$ cat config.mk
export PLATFORM = sky130hd
export DESIGN_NAME = mux_scan_ctrl_flat
export DESIGN_NICKNAME = d
export VERILOG_FILES = /design/src/rtl/mux_scan_ctrl_if.sv /design/src/rtl/mux_scan_ctrl.sv /design/src/flat_wrapper.sv
export SDC_FILE = /design/constraint.sdc
export NUM_CORES = 1
export LEC_CHECK = 0
export ABC_AREA = 1
export CORE_MARGIN = 5
export CORE_UTILIZATION = 55
export CTS_BUF_LIST = sky130_fd_sc_hd__clkbuf_8
export DETAILED_ROUTE_END_ITERATION = 16
export GPL_TIMING_DRIVEN = 0
export PLACE_DENSITY = 0.82
export SETUP_SLACK_MARGIN = 0.02
export SKIP_CTS_REPAIR_TIMING = 1
export SLEW_MARGIN = 20
export SYNTH_ARGS = -nofsm -noshare
export SYNTH_HDL_FRONTEND = slang
export SYNTH_SLANG_ARGS = --single-unit
$ cat constraint.sdc
create_clock -name clk -period 2 [get_ports clk]
set_input_delay 0.2 -clock clk [delete_from_list [all_inputs] [get_ports clk]]
set_output_delay 0.2 -clock clk [all_outputs]
set_load 0.005 [all_outputs]
$ cat src/rtl/mux_scan_ctrl_if.sv
// Bus between the scan controller and its environment.
//   master: drives start/stop/cont/en_mask/dwell and the mux output y.
//   slave : the controller; drives the mux selects s1/s0, sample,
//           smp_valid, frame_done and busy.
interface mux_scan_ctrl_if #(
  parameter int unsigned DWELL_W = 4
);
  logic               start;
  logic               stop;
  logic               cont;
  logic [3:0]         en_mask;
  logic [DWELL_W-1:0] dwell;
  logic               y;
  logic               s1;
  logic               s0;
  logic [3:0]         sample;
  logic               smp_valid;
  logic               frame_done;
  logic               busy;

  modport master (
    output start, stop, cont, en_mask, dwell, y,
    input  s1, s0, sample, smp_valid, frame_done, busy
  );

  modport slave (
    input  start, stop, cont, en_mask, dwell, y,
    output s1, s0, sample, smp_valid, frame_done, busy
  );
endinterface

$ cat src/rtl/mux_scan_ctrl.sv
// Scan controller for a downstream 4:1 mux. Steps the select {s1,s0}
// through the enabled channels, waits dwell+1 settle cycles, then captures
// the mux output y into sample[ch] one cycle later.
// Ports:
//   clk   : rising-edge clock
//   rst_n : asynchronous active-low reset
//   bus   : mux_scan_ctrl_if.slave (start/stop/cont/en_mask/dwell/y in;
//           s1/s0/sample/smp_valid/frame_done/busy out, all registered)
module mux_scan_ctrl #(
  parameter int unsigned DWELL_W = 4
) (
  input logic             clk,
  input logic             rst_n,
  mux_scan_ctrl_if.slave  bus
);

  typedef enum logic [1:0] {IDLE, SETTLE, CAPTURE} state_e;

  state_e             state_q, state_d;
  logic [1:0]         ch_q, ch_d;
  logic [DWELL_W-1:0] cnt_q, cnt_d;
  logic [DWELL_W-1:0] dwell_q, dwell_d;
  logic [3:0]         mask_q, mask_d;
  logic               cont_q, cont_d;
  logic [3:0]         sample_q, sample_d;
  logic               smp_valid_q, smp_valid_d;
  logic               frame_done_q, frame_done_d;
  logic               busy_q;
  logic [2:0]         nxt;

  // Lowest set bit of a non-zero mask.
  function automatic logic [1:0] lowest_ch(input logic [3:0] m);
    lowest_ch = 2'd0;
    for (int k = 3; k >= 0; k--) begin
      if (m[k]) lowest_ch = 2'(k);
    end
  endfunction

  // {found, channel}: next enabled channel strictly above c.
  function automatic logic [2:0] next_ch(input logic [3:0] m, input logic [1:0] c);
    next_ch = 3'b000;
    for (int k = 3; k >= 0; k--) begin
      if (m[k] && (k > int'(c))) next_ch = {1'b1, 2'(k)};
    end
  endfunction

  // State register and registered outputs.
  always_ff @(posedge clk or negedge rst_n) begin
    if (!rst_n) begin
      state_q      <= IDLE;
      ch_q         <= 2'd0;
      cnt_q        <= '0;
      dwell_q      <= '0;
      mask_q       <= 4'd0;
      cont_q       <= 1'b0;
      sample_q     <= 4'd0;
      smp_valid_q  <= 1'b0;
      frame_done_q <= 1'b0;
      busy_q       <= 1'b0;
    end else begin
      state_q      <= state_d;
      ch_q         <= ch_d;
      cnt_q        <= cnt_d;
      dwell_q      <= dwell_d;
      mask_q       <= mask_d;
      cont_q       <= cont_d;
      sample_q     <= sample_d;
      smp_valid_q  <= smp_valid_d;
      frame_done_q <= frame_done_d;
      busy_q       <= (state_d != IDLE);
    end
  end

  // Next-state and output logic.
  always_comb begin
    state_d      = state_q;
    ch_d         = ch_q;
    cnt_d        = cnt_q;
    dwell_d      = dwell_q;
    mask_d       = mask_q;
    cont_d       = cont_q;
    sample_d     = sample_q;
    smp_valid_d  = 1'b0;
    frame_done_d = 1'b0;
    nxt          = next_ch(mask_q, ch_q);

    case (state_q)
      IDLE: begin
        if (bus.start && (bus.en_mask != 4'd0)) begin
          mask_d  = bus.en_mask;
          dwell_d = bus.dwell;
          cont_d  = bus.cont;
          ch_d    = lowest_ch(bus.en_mask);
          cnt_d   = bus.dwell;
          state_d = SETTLE;
        end
      end

      SETTLE: begin
        if (bus.stop) begin
          state_d = IDLE;
        end else if (cnt_q != '0) begin
          cnt_d = cnt_q - DWELL_W'(1);
        end else begin
          state_d = CAPTURE;
        end
      end

      CAPTURE: begin
        // stop wins over the capture: the aborted channel keeps its old bit.
        if (bus.stop) begin
          state_d = IDLE;
        end else begin
          sample_d[ch_q] = bus.y;
          smp_valid_d    = 1'b1;
          if (nxt[2]) begin
            ch_d    = nxt[1:0];
            cnt_d   = dwell_q;
            state_d = SETTLE;
          end else begin
            frame_done_d = 1'b1;
            // Wrap is a latch point: pick up the current mask/dwell/cont.
            if (cont_q && (bus.en_mask != 4'd0)) begin
              mask_d  = bus.en_mask;
              dwell_d = bus.dwell;
              cont_d  = bus.cont;
              ch_d    = lowest_ch(bus.en_mask);
              cnt_d   = bus.dwell;
              state_d = SETTLE;
            end else begin
              state_d = IDLE;
            end
          end
        end
      end

      default: state_d = IDLE;
    endcase
  end

  assign bus.s1         = ch_q[1];
  assign bus.s0         = ch_q[0];
  assign bus.sample     = sample_q;
  assign bus.smp_valid  = smp_valid_q;
  assign bus.frame_done = frame_done_q;
  assign bus.busy       = busy_q;

endmodule

$ cat src/flat_wrapper.sv
// flat-port wrapper written by rule: the top's interface ports become plain ports
module mux_scan_ctrl_flat 
#(
  parameter int unsigned DWELL_W = 4
)
  (clk, rst_n, bus_start, bus_stop, bus_cont, bus_en_mask, bus_dwell, bus_y, bus_s1, bus_s0, bus_sample, bus_smp_valid, bus_frame_done, bus_busy);
  mux_scan_ctrl_if #(.DWELL_W(DWELL_W)) bus_i ();
  input logic clk;
  input logic rst_n;
  input wire logic [$bits(bus_i.start)-1:0] bus_start;
  input wire logic [$bits(bus_i.stop)-1:0] bus_stop;
  input wire logic [$bits(bus_i.cont)-1:0] bus_cont;
  input wire logic [$bits(bus_i.en_mask)-1:0] bus_en_mask;
  input wire logic [$bits(bus_i.dwell)-1:0] bus_dwell;
  input wire logic [$bits(bus_i.y)-1:0] bus_y;
  output wire logic [$bits(bus_i.s1)-1:0] bus_s1;
  output wire logic [$bits(bus_i.s0)-1:0] bus_s0;
  output wire logic [$bits(bus_i.sample)-1:0] bus_sample;
  output wire logic [$bits(bus_i.smp_valid)-1:0] bus_smp_valid;
  output wire logic [$bits(bus_i.frame_done)-1:0] bus_frame_done;
  output wire logic [$bits(bus_i.busy)-1:0] bus_busy;
  assign bus_i.start = bus_start;
  assign bus_i.stop = bus_stop;
  assign bus_i.cont = bus_cont;
  assign bus_i.en_mask = bus_en_mask;
  assign bus_i.dwell = bus_dwell;
  assign bus_i.y = bus_y;
  assign bus_s1 = bus_i.s1;
  assign bus_s0 = bus_i.s0;
  assign bus_sample = bus_i.sample;
  assign bus_smp_valid = bus_i.smp_valid;
  assign bus_frame_done = bus_i.frame_done;
  assign bus_busy = bus_i.busy;
  mux_scan_ctrl #(.DWELL_W(DWELL_W)) u_core (.clk(clk), .rst_n(rst_n), .bus(bus_i));
endmodule
# Word level (Yosys, flattened, before mapping)
# Cells that the tools add are included.
# totals
wordCells	89
in_bits	14
out_inout_bits	9
regBits	24
# op_classes
add_sub_neg	1
bitwise_logic	1
order_cmp	5
n_eq_ne	9
mux	47
n_reduce_logical	16
# ops
cell	n
$mux 4	12
$mux 2	13
$pmux 4 s2	2
$pmux 4 s3	1
$mux 1	11
$mux 3	3
$reduce_bool 4->1	2
$logic_and 1x1->1	6
$ne 2x1->1 const B	3
$ne 2x2->1 const B	3
$pmux 2 s3	1
$reduce_and 6->1	1
$reduce_and 5->1	1
$bwmux 4	1
$gt 2x2->1 const A	2
$pmux 2 s2	1
$reduce_and 4->1	1
$reduce_bool 2->1	2
$sub 4x1->4 const B	1
$lt 2x3->1 const B	1
$ne 3x1->1 const B	1
$reduce_bool 3->1	1
$demux 1 s2	1
$eq 2x1->1 const B	1
7 further kinds	7

# Logic depth before layout (Yosys ltp)
# depth
depth_word	9
ltp_mapped	10
ltp_nobuf	10

# Worst setup path before layout
# OpenSTA, ideal clock, no wires.
# synth_timing
path_type	register -> register
start	register u_core.state_q[0]
end	register u_core.cnt_q[2]
t_arrival_ps	1394
setup_time_ps	65
slack_ps	541
synth_period_minus_slack_ps	1459
path_stages_with_launch	9
cell_sequence	dfrtp_1 > inv_1 > ha_1 > buf_2 > a21oi_1 > nand3_1 > nor2_1 > nand3_1 > nand2_1
# synth_between
elab_chain_cells	3
word_cells_on_any_way	11
cone_classes	eq/ne (7); mux (1); reduce/logical (3)
# synth_rtl
item	line_no	source
from (decl)	mux_scan_ctrl.sv:19	state_e state_q, state_d;
from (signal assigned)	mux_scan_ctrl.sv:61	state_q <= state_d;
$eq 2x2->1 (tied with other cells)	mux_scan_ctrl.sv:87	case (state_q)
$ne 3x1->1 (no source line) (tied with other cells)	--	
$reduce_and 6->1 (no source line)	--	
to (signal assigned)	mux_scan_ctrl.sv:63	cnt_q <= cnt_d;
to (decl)	mux_scan_ctrl.sv:21	logic [DWELL_W-1:0] cnt_q, cnt_d;
# Several ways; a longest one is shown, not always the timed one.
# A chain may end at the register's enable or synchronous reset.

# Final worst setup path
# Same ends and word-level chain as after synthesis.

==> run metrics <==
count of yosys warnings during synthesis=0; worst-path cell chain=inv_1, ha_1, buf_2, a21oi_1, nand3_1, nor2_1, nand3_1, nand2_1; DRC Markers=0; ant diodes=0; Max Cap Viol=0; Num CTS Buffers=3; nets=about 240; Slew @ Worst Pin=~510 ps; R2R cell count=8; final cycle utilization of the critical path=0.887; power share of the clock group=0.129; synthesized area per cell=between 7 and 8 µm²; sequential area share after synthesis=0.404; Hold Crit Class=in -> reg; CP Capture Type=register; row count=18; kind of critical path=reg -> reg; M3 GR Usage=0.0277; highest clock rate=around 0.56 GHz; clk buf depth=2; pre-CTS worst setup slack=roughly 200 ps; sw frac=0.445; PwrDens=approximately 1300 nW/µm²; Layout Area Growth over Synthesis=20.9%; Max stage delay cell, worst path=dfrtp_1; Clock Latency Late Sink=between 200 and 300 ps; synth unique cells=24; part of the power in registers=0.355; status=finished, final reports clean; vias in the first global route=between 1000 and 1500; unrepaired setup endpoints after global routing=no; Setup TNS=0 ps; Mapped Area=~1400 µm²; Worst Hold Depth=2; net load switching power=around 1 mW; Req. time, crit path=2210 ps; Post-DP HPWL=2400 µm; startpoint types=register; skew final=between 5 and 6 ps; Clock transition at path regs=80 ps; GR peak layer=met2; Initial DRC Count=38; endpoints failing hold=0; initial core utilization=0.575; Die X=60.9 µm; Max FO, Critical Path=10; leakage power total=0.882 nW; Via-to-Cell Ratio=5.21; CTS tree=built; post-synth top area cell=dfrtp_1; die footprint=between 3000 and 4000 µm²; Final setup viols=0; largest net degree at the start of global routing=24; total core area=roughly 2500 µm²; Slew HR=0.662; Arrival @ worst endpoint=just under 2000 ps; DRT antenna net count=0; ratio of cells with drive above 1 in the final layout=0.0762; setup ws final=about 230 ps; DRT Pass-1 Iters=4; Syn Nets=about 220; CP most frequent cell=nand3_1; Root Buffer=clkbuf_8; Tmin final=roughly 1800 ps; GR Util met1=0.239; Total GRT Usage=0.189; Int Pwr=~1.2 mW; Largest stage delay, worst path=420 ps; maximum VDD drop=approximately 0.86 mV; DR WL/cell=12.1 µm; Placer Congestion=0.876; first-pass GRT wire length=5290 µm; Area contributors post-synth=dfrtp_1, nand2_1, nand3_1; FF+latch count, synth=23; DIE HEIGHT=60.9 µm; I/O pins=23; global route overflow=0; combinational power share=0.516; top cell type's share of synthesized area=0.404; Clock Sinks=23; final WL=a little over 3000 µm; initial antenna violation count=0; via count=between 1000 and 1500; met2 global-route usage=0.325; H-tree lvl count=1; IO buf count=21; Mapped Cells=~200; Pins Over Slew Limit=0
final timing paths:
kind | start | endpoint | slack (ps)
min reg2reg | u_core.dwell_q[0]$_DFFE_PN0P_ | u_core.dwell_q[0]$_DFFE_PN0P_ | 480
max in group asynchronous | rst_n | u_core.dwell_q[1]$_DFFE_PN0P_ | 1210
max | u_core.state_q[0]$_DFF_PN0_ | u_core.cnt_q[2]$_DFFE_PN0P_ | 230
min | bus_stop | u_core.bus.frame_done$_DFF_PN0_ | 370
min in group asynchronous | rst_n | u_core.dwell_q[2]$_DFFE_PN0P_ | 450
max reg2reg | u_core.state_q[0]$_DFF_PN0_ | u_core.cnt_q[2]$_DFFE_PN0P_ | 230
state kept, by name, summed over array words and instances, names as in the netlist:
register / flops
u_core.bus.sample: 4
u_core.cnt_q: 4
u_core.dwell_q: 4
u_core.mask_q: 3
u_core.ch_q: 2
u_core.state_q: 2
u_core.bus.busy: 1
u_core.bus.frame_done: 1
u_core.bus.smp_valid: 1
u_core.cont_q: 1
power groups by stage:
stage	logic, mW	clock network [mW]	registers, mW
after floorplan	0.835	0	0.775
after global placement	1.10	0	0.795
after detailed placement	1.15	0	0.807
after CTS	1.16	0.291	0.797
after global routing	1.33	0.317	0.820
final	1.16	0.288	0.796
through the flow:
step	util	hold WS [ps]	power, mW	area [µm²]	cells
2_1_floorplan	-	-95.6	1.61	1420	197
3_3_place_gp	0.675	457	1.90	1670	248
6_report	0.695	371	2.24	1720	253
3_5_place_dp	0.675	459	1.96	1670	248
4_1_cts	0.693	362	2.25	1720	252
5_1_grt	0.695	389	2.47	1720	253
kinds of logic after synthesis:
logic type,after synthesis,share of synthesized area
fa+ha+maj,6,0.0527
buf+inv,30,0.0800
flops,23,0.404
simple gates,114,0.374
compound gates,24,0.0888
synth_stat cells, drive strengths merged:
| master | instances |
|---|---|
| clkbuf | 1 |
| nor3 | 1 |
| inv | 28 |
| buf | 1 |
| dfrtp | 23 |
| nor2 | 14 |
| or2 | 1 |
| ha | 6 |
| o21ai | 16 |
| nand2 | 64 |
| nand4 | 5 |
| nand3 | 28 |
| a21oi | 7 |
| a21boi | 1 |
| nand3b | 1 |
placed cells by master (no fill, tap or decap), drive strengths merged:
master and instances:
nand3 28, inv 29, nor2 14, buf 2, nand2 64, ha 6, nand4 5, clkbuf 4
o21ai 16, dfrtp 23, dlygate4sd3 1, a21oi 7, or2 1, a21boi 1, nand3b 1, nor3 1
clkdlybuf4s50 20
critical path, delay by kind of cell (launching register included):
family | cells | cell delay (ps)
and+or+nand+nor | 4 | 630
AOI/OAI and AO/OA | 1 | 160
adders and majority gates | 1 | 220
DFF | 1 | 420
buffers and inverters | 2 | 300
cell type report:
class,instances,area (µm²)
Multi-Input combinational cell,144,734
Clock inverter,1,3.75
Inverter,28,105
Fill cell,221,756
Buffer,2,8.76
Clock buffer,3,41.3
Tap cell,30,37.5
Sequential cell,23,576
Timing Repair Buffer,22,215
metal layers:
metal	vias up	routed length, µm
met5	-	0
met4	0	43
met3	4	184
met2	31	1490
met1	596	1350
li1	688	-
Note: power is estimated with default switching activity, not from simulation.
==> RTL change 1, RTL diff (same settings) <==
`DWELL_W` is set to 4 in 3 places; all go to 6.
--- a/src/rtl/mux_scan_ctrl_if.sv
+++ b/src/rtl/mux_scan_ctrl_if.sv
@@ -3,7 +3,7 @@
 //   slave : the controller; drives the mux selects s1/s0, sample,
 //           smp_valid, frame_done and busy.
 interface mux_scan_ctrl_if #(
-  parameter int unsigned DWELL_W = 4
+  parameter int unsigned DWELL_W = 6
 );
   logic               start;
   logic               stop;
--- a/src/rtl/mux_scan_ctrl.sv
+++ b/src/rtl/mux_scan_ctrl.sv
@@ -7,7 +7,7 @@
 //   bus   : mux_scan_ctrl_if.slave (start/stop/cont/en_mask/dwell/y in;
 //           s1/s0/sample/smp_valid/frame_done/busy out, all registered)
 module mux_scan_ctrl #(
-  parameter int unsigned DWELL_W = 4
+  parameter int unsigned DWELL_W = 6
 ) (
   input logic             clk,
   input logic             rst_n,
--- a/src/flat_wrapper.sv
+++ b/src/flat_wrapper.sv
@@ -1,7 +1,7 @@
 // flat-port wrapper written by rule: the top's interface ports become plain ports
 module mux_scan_ctrl_flat 
 #(
-  parameter int unsigned DWELL_W = 4
+  parameter int unsigned DWELL_W = 6
 )
   (clk, rst_n, bus_start, bus_stop, bus_cont, bus_en_mask, bus_dwell, bus_y, bus_s1, bus_s0, bus_sample, bus_smp_valid, bus_frame_done, bus_busy);
   mux_scan_ctrl_if #(.DWELL_W(DWELL_W)) bus_i ();
Ports: changed (resized bus_dwell); port bits go from 23 to 25. No check against the original RTL was run, so the function may have changed too.
==> RTL change 1 against the unedited design <==
Utilization fell by 1.1 points; via count rose by 19%; clock skew rose by 0.0028 ns; worst setup slack improved by 0.059 ns; power rose by 28%; sequential power rose by 19%; global-route usage fell by 1.4 points; routed wire length rose by 14%; non-clock buffer count rose by 5; fmax rose by 3.4%; area after synthesis rose by 21%; sequential cell count rose by 4; design area rose by 20%; critical path depth rose by 4; largest power group unchanged.
==> RTL change 1: results <==
set metrics [dict create \
    gr-usage-met2 0.313 \
    outcome "complete, no violations" \
    worst_pin_slew_ns 0.599 \
    met2WireLength_mm 1.73 \
    drt_first_pass_iters 4 \
    wl_met3_um 157 \
    cpMaxStageDelayCell "dfrtp_1" \
    synth_common_cells "80 x nand2_1, 38 x inv_1, 27 x dfrtp_1" \
    cts_buffers 3 \
    ys_types 24 \
    p_leak_nw 1.07 \
    ys.flop_type "dfrtp_1" \
    nets 288 \
    drt-met1-wl_mm 1.57 \
    vdd_drop_max_mv 0.720 \
    postSynthAreaPerCell_um2 7.25 \
    drtIter0Drc 109 \
    grt_pass1_wl_mm 6.04 \
    gp_congestion 0.833 \
    r2r_cells 12 \
    clk_latency_ns 0.28 \
    grt_util_met1 0.222 \
    antenna_found_initial 0 \
    placed_area_um2 2010 \
    yosysSeqAreaShare 0.393 \
    critPathTopFamily "simple AND/OR/NAND/NOR gates" \
    hpwlAfterDp_mm 2.65 \
    root_buffer "clkbuf_8" \
    totalWireLength_mm 3.49 \
    dp_worst_setup_slack_ns 0.178 \
    met3_usage 0.0204 \
    arrival_ns 1.94 \
    synth_top_cells_by_area "dfrtp_1 39%, nand2_1 17%, inv_1 8.3%" \
    antenna_cells 0 \
    path_clk_slew_ns 0.11 \
    grt_pass1_vias 1410 \
    placement.io_buffers 24 \
    fin_worst_skew_ns 0.00810 \
    track_usage 0.175 \
    htreeDepth 1 \
    critPathMaxStageDelay_ns 0.39 \
    crit_fanout 7 \
    synth_fp_nets 258 \
    grt_max_degree 28 \
    postSynth.asyncResetShare 1.00 \
    highest_layer "met4" \
    fin_cells 310 \
    num_vias 1570 \
    hold_class "in -> async" \
    cts.path.max_buffers 2 \
    synth_warnings 0 \
    drive_above_1_share 0.128 \
]
==> RTL change 1: cell types whose count changed in the layout (fill, tap and decap cells not counted), moves of 3 or more <==
cell	unedited run	this run
clkdlybuf4s50_1	20	23
dfrtp_1	23	27
inv_1	28	38
nand2_1	59	80
o21ai_0	11	7
o21ai_1	4	0
o21ai_2	1	11
==> RTL change 1: power breakdown <==
part / switching, W / internal, W
clock: 0.000193 / 0.000147
sequential: 0.000181 / 0.000764
combinational: 0.000959 / 0.000620
==> RTL change 1: cell families after synthesis <==
kind of cell	Yosys count	share of synthesized area
buffers and inverters	45	0.108
AOI/OAI and AO/OA	26	0.106
adders and majority gates	5	0.0364
DFF	27	0.393
and+or+nand+nor	134	0.356
==> RTL change 1: worst paths after layout <==
kind                       slack, ns           endpoint         startpoint
setup reg to reg                0.28    u_core.cnt_q[5]    u_core.cnt_q[0]
max in group asynchronous       1.16    u_core.cnt_q[5]              rst_n
setup / recovery                0.28    u_core.cnt_q[5]    u_core.cnt_q[0]
min in group clk                0.47      u_core.cont_q           bus_cont
hold / removal                  0.44  u_core.dwell_q[1]              rst_n
hold reg to reg                 0.49  u_core.dwell_q[5]  u_core.dwell_q[5]
==> RTL change 1: final cells by class <==
| cell class | count | area, um2 |
|---|---|---|
| Inverter | 41 | 156 |
| Buffer | 4 | 31.3 |
| Clock inverter | 1 | 8.76 |
| Sequential cell | 27 | 676 |
| Fill cell | 268 | 957 |
| Multi-Input combinational cell | 165 | 857 |
| Tap cell | 44 | 55.1 |
| Timing Repair Buffer | 25 | 245 |
| Clock buffer | 3 | 41.3 |
==> RTL change 2, RTL diff (config.mk and constraints unchanged) <==
Without the edit above. Make the reset (`rst_n`) synchronous in one clocked block. Comments in the files are not updated.
--- a/src/rtl/mux_scan_ctrl.sv
+++ b/src/rtl/mux_scan_ctrl.sv
@@ -45,7 +45,7 @@
   endfunction
 
   // State register and registered outputs.
-  always_ff @(posedge clk or negedge rst_n) begin
+  always_ff @(posedge clk) begin
     if (!rst_n) begin
       state_q      <= IDLE;
       ch_q         <= 2'd0;
Check against the original RTL: differs if rst_n is asserted again (counterexample within 4 cycles, from zero or initial values and one cycle with rst_n low); with rst_n held inactive, the same outputs for 10 cycles.
==> RTL change 2 against the unedited design <==
Global-route usage is 3.5 points higher; design area is 2.6% lower; first-iteration DRC count is 140% higher; die area is 2.9% lower; critical path depth stayed put; sequential cell count stayed put; fmax is 1.6% higher; critical path type unchanged; hold slack better by 0.10 ns; worst setup slack better by 0.028 ns; highest routed layer unchanged; area after synthesis is 3.5% lower; routed wire length is 9.7% higher.
Power is not compared: it rests on default switching activity, and its combinational part moved more than twofold at a synthesized area within 25%.
==> RTL change 2: results <==
set metrics [dict create \
    hpwlAfterDp_mm 2.62 \
    grt_pass1_vias 1422 \
    startpoint "u_core.state_q[0]" \
    track_usage 0.224 \
    drive_above_1_share 0.0901 \
    nets 243 \
    min_delay_worst_endpoint "u_core.dwell_q[1]" \
    cpMaxStageDelayCell "dfxtp_1" \
    hold_slack_ns 0.471 \
    viasPerCell 5.49 \
    placed_area_um2 1630 \
    hold_class "reg -> reg" \
    hold_path.startpoint "u_core.dwell_q[1]" \
    yosysSeqAreaShare 0.335 \
    synth_top_cells_by_area "dfxtp_1 34%, nand2_1 11%, nand3_1 7.3%" \
    arrival_ns 1.94 \
    fin_worst_skew_ns 0.00292 \
    outcome "complete, no violations" \
    p_comb_frac 0.345 \
    synth_fp_nets 216 \
    fmax_mhz 573 \
    totalWireLength_mm 3.36 \
    slew_headroom 0.643 \
    htreeDepth 1 \
    grt_max_degree 13 \
    placement.io_buffers 22 \
    final_cell_area_um2 1680 \
    synth_common_cells "40 x nand2_1, 23 x dfxtp_1, 22 x inv_1" \
    crit_fanout 7 \
    critPathMaxStageDelay_ns 0.34 \
    drtIter0Drc 92 \
    fin_cells 252 \
    gp_congestion 0.894 \
    synth_cells 196 \
    postSynth.asyncResetShare 0 \
    synth_fa_ha_area_frac 0.0546 \
    synth-compound-area-share 0.139 \
    grt_pass1_wl_mm 6.20 \
    antenna_found_initial 0 \
    r2r_setup_slack_ns 0.25 \
    drt_first_pass_iters 5 \
    ys_types 26 \
    dp_worst_setup_slack_ns 0.140 \
    fillers 218 \
    rr_endpoint "u_core.bus.busy" \
]
[RTL change 2: changes by cell type after synthesis, sizes merged, moves of 5 or more]
cell / change
dfxtp: +23
o21ai: -7
nand3: -5
nor2: +6
dfrtp: -23
nand2: -19
a21oi: +9
[RTL change 2: per-layer routing]
| metal | track usage | share of wire |
|---|---|---|
| met1 | 0.277 | 0.45 |
| met2 | 0.377 | 0.49 |
| met3 | 0.0432 | 0.048 |
| met4 | 0.0949 | 0.018 |
| met5 | 0 | 0 |
[RTL change 2: final cells by class]
| type | count | share of cell area |
|---|---|---|
| plain buffers | 4 | 0.0119 |
| repair buffers | 22 | 0.131 |
| flip-flops and latches | 23 | 0.275 |
| inverters | 24 | 0.0537 |
| clock inverters | 1 | 0.00224 |
| multi-input cells | 145 | 0.479 |
| clock buffers | 3 | 0.0246 |
| well taps | 30 | 0.0224 |
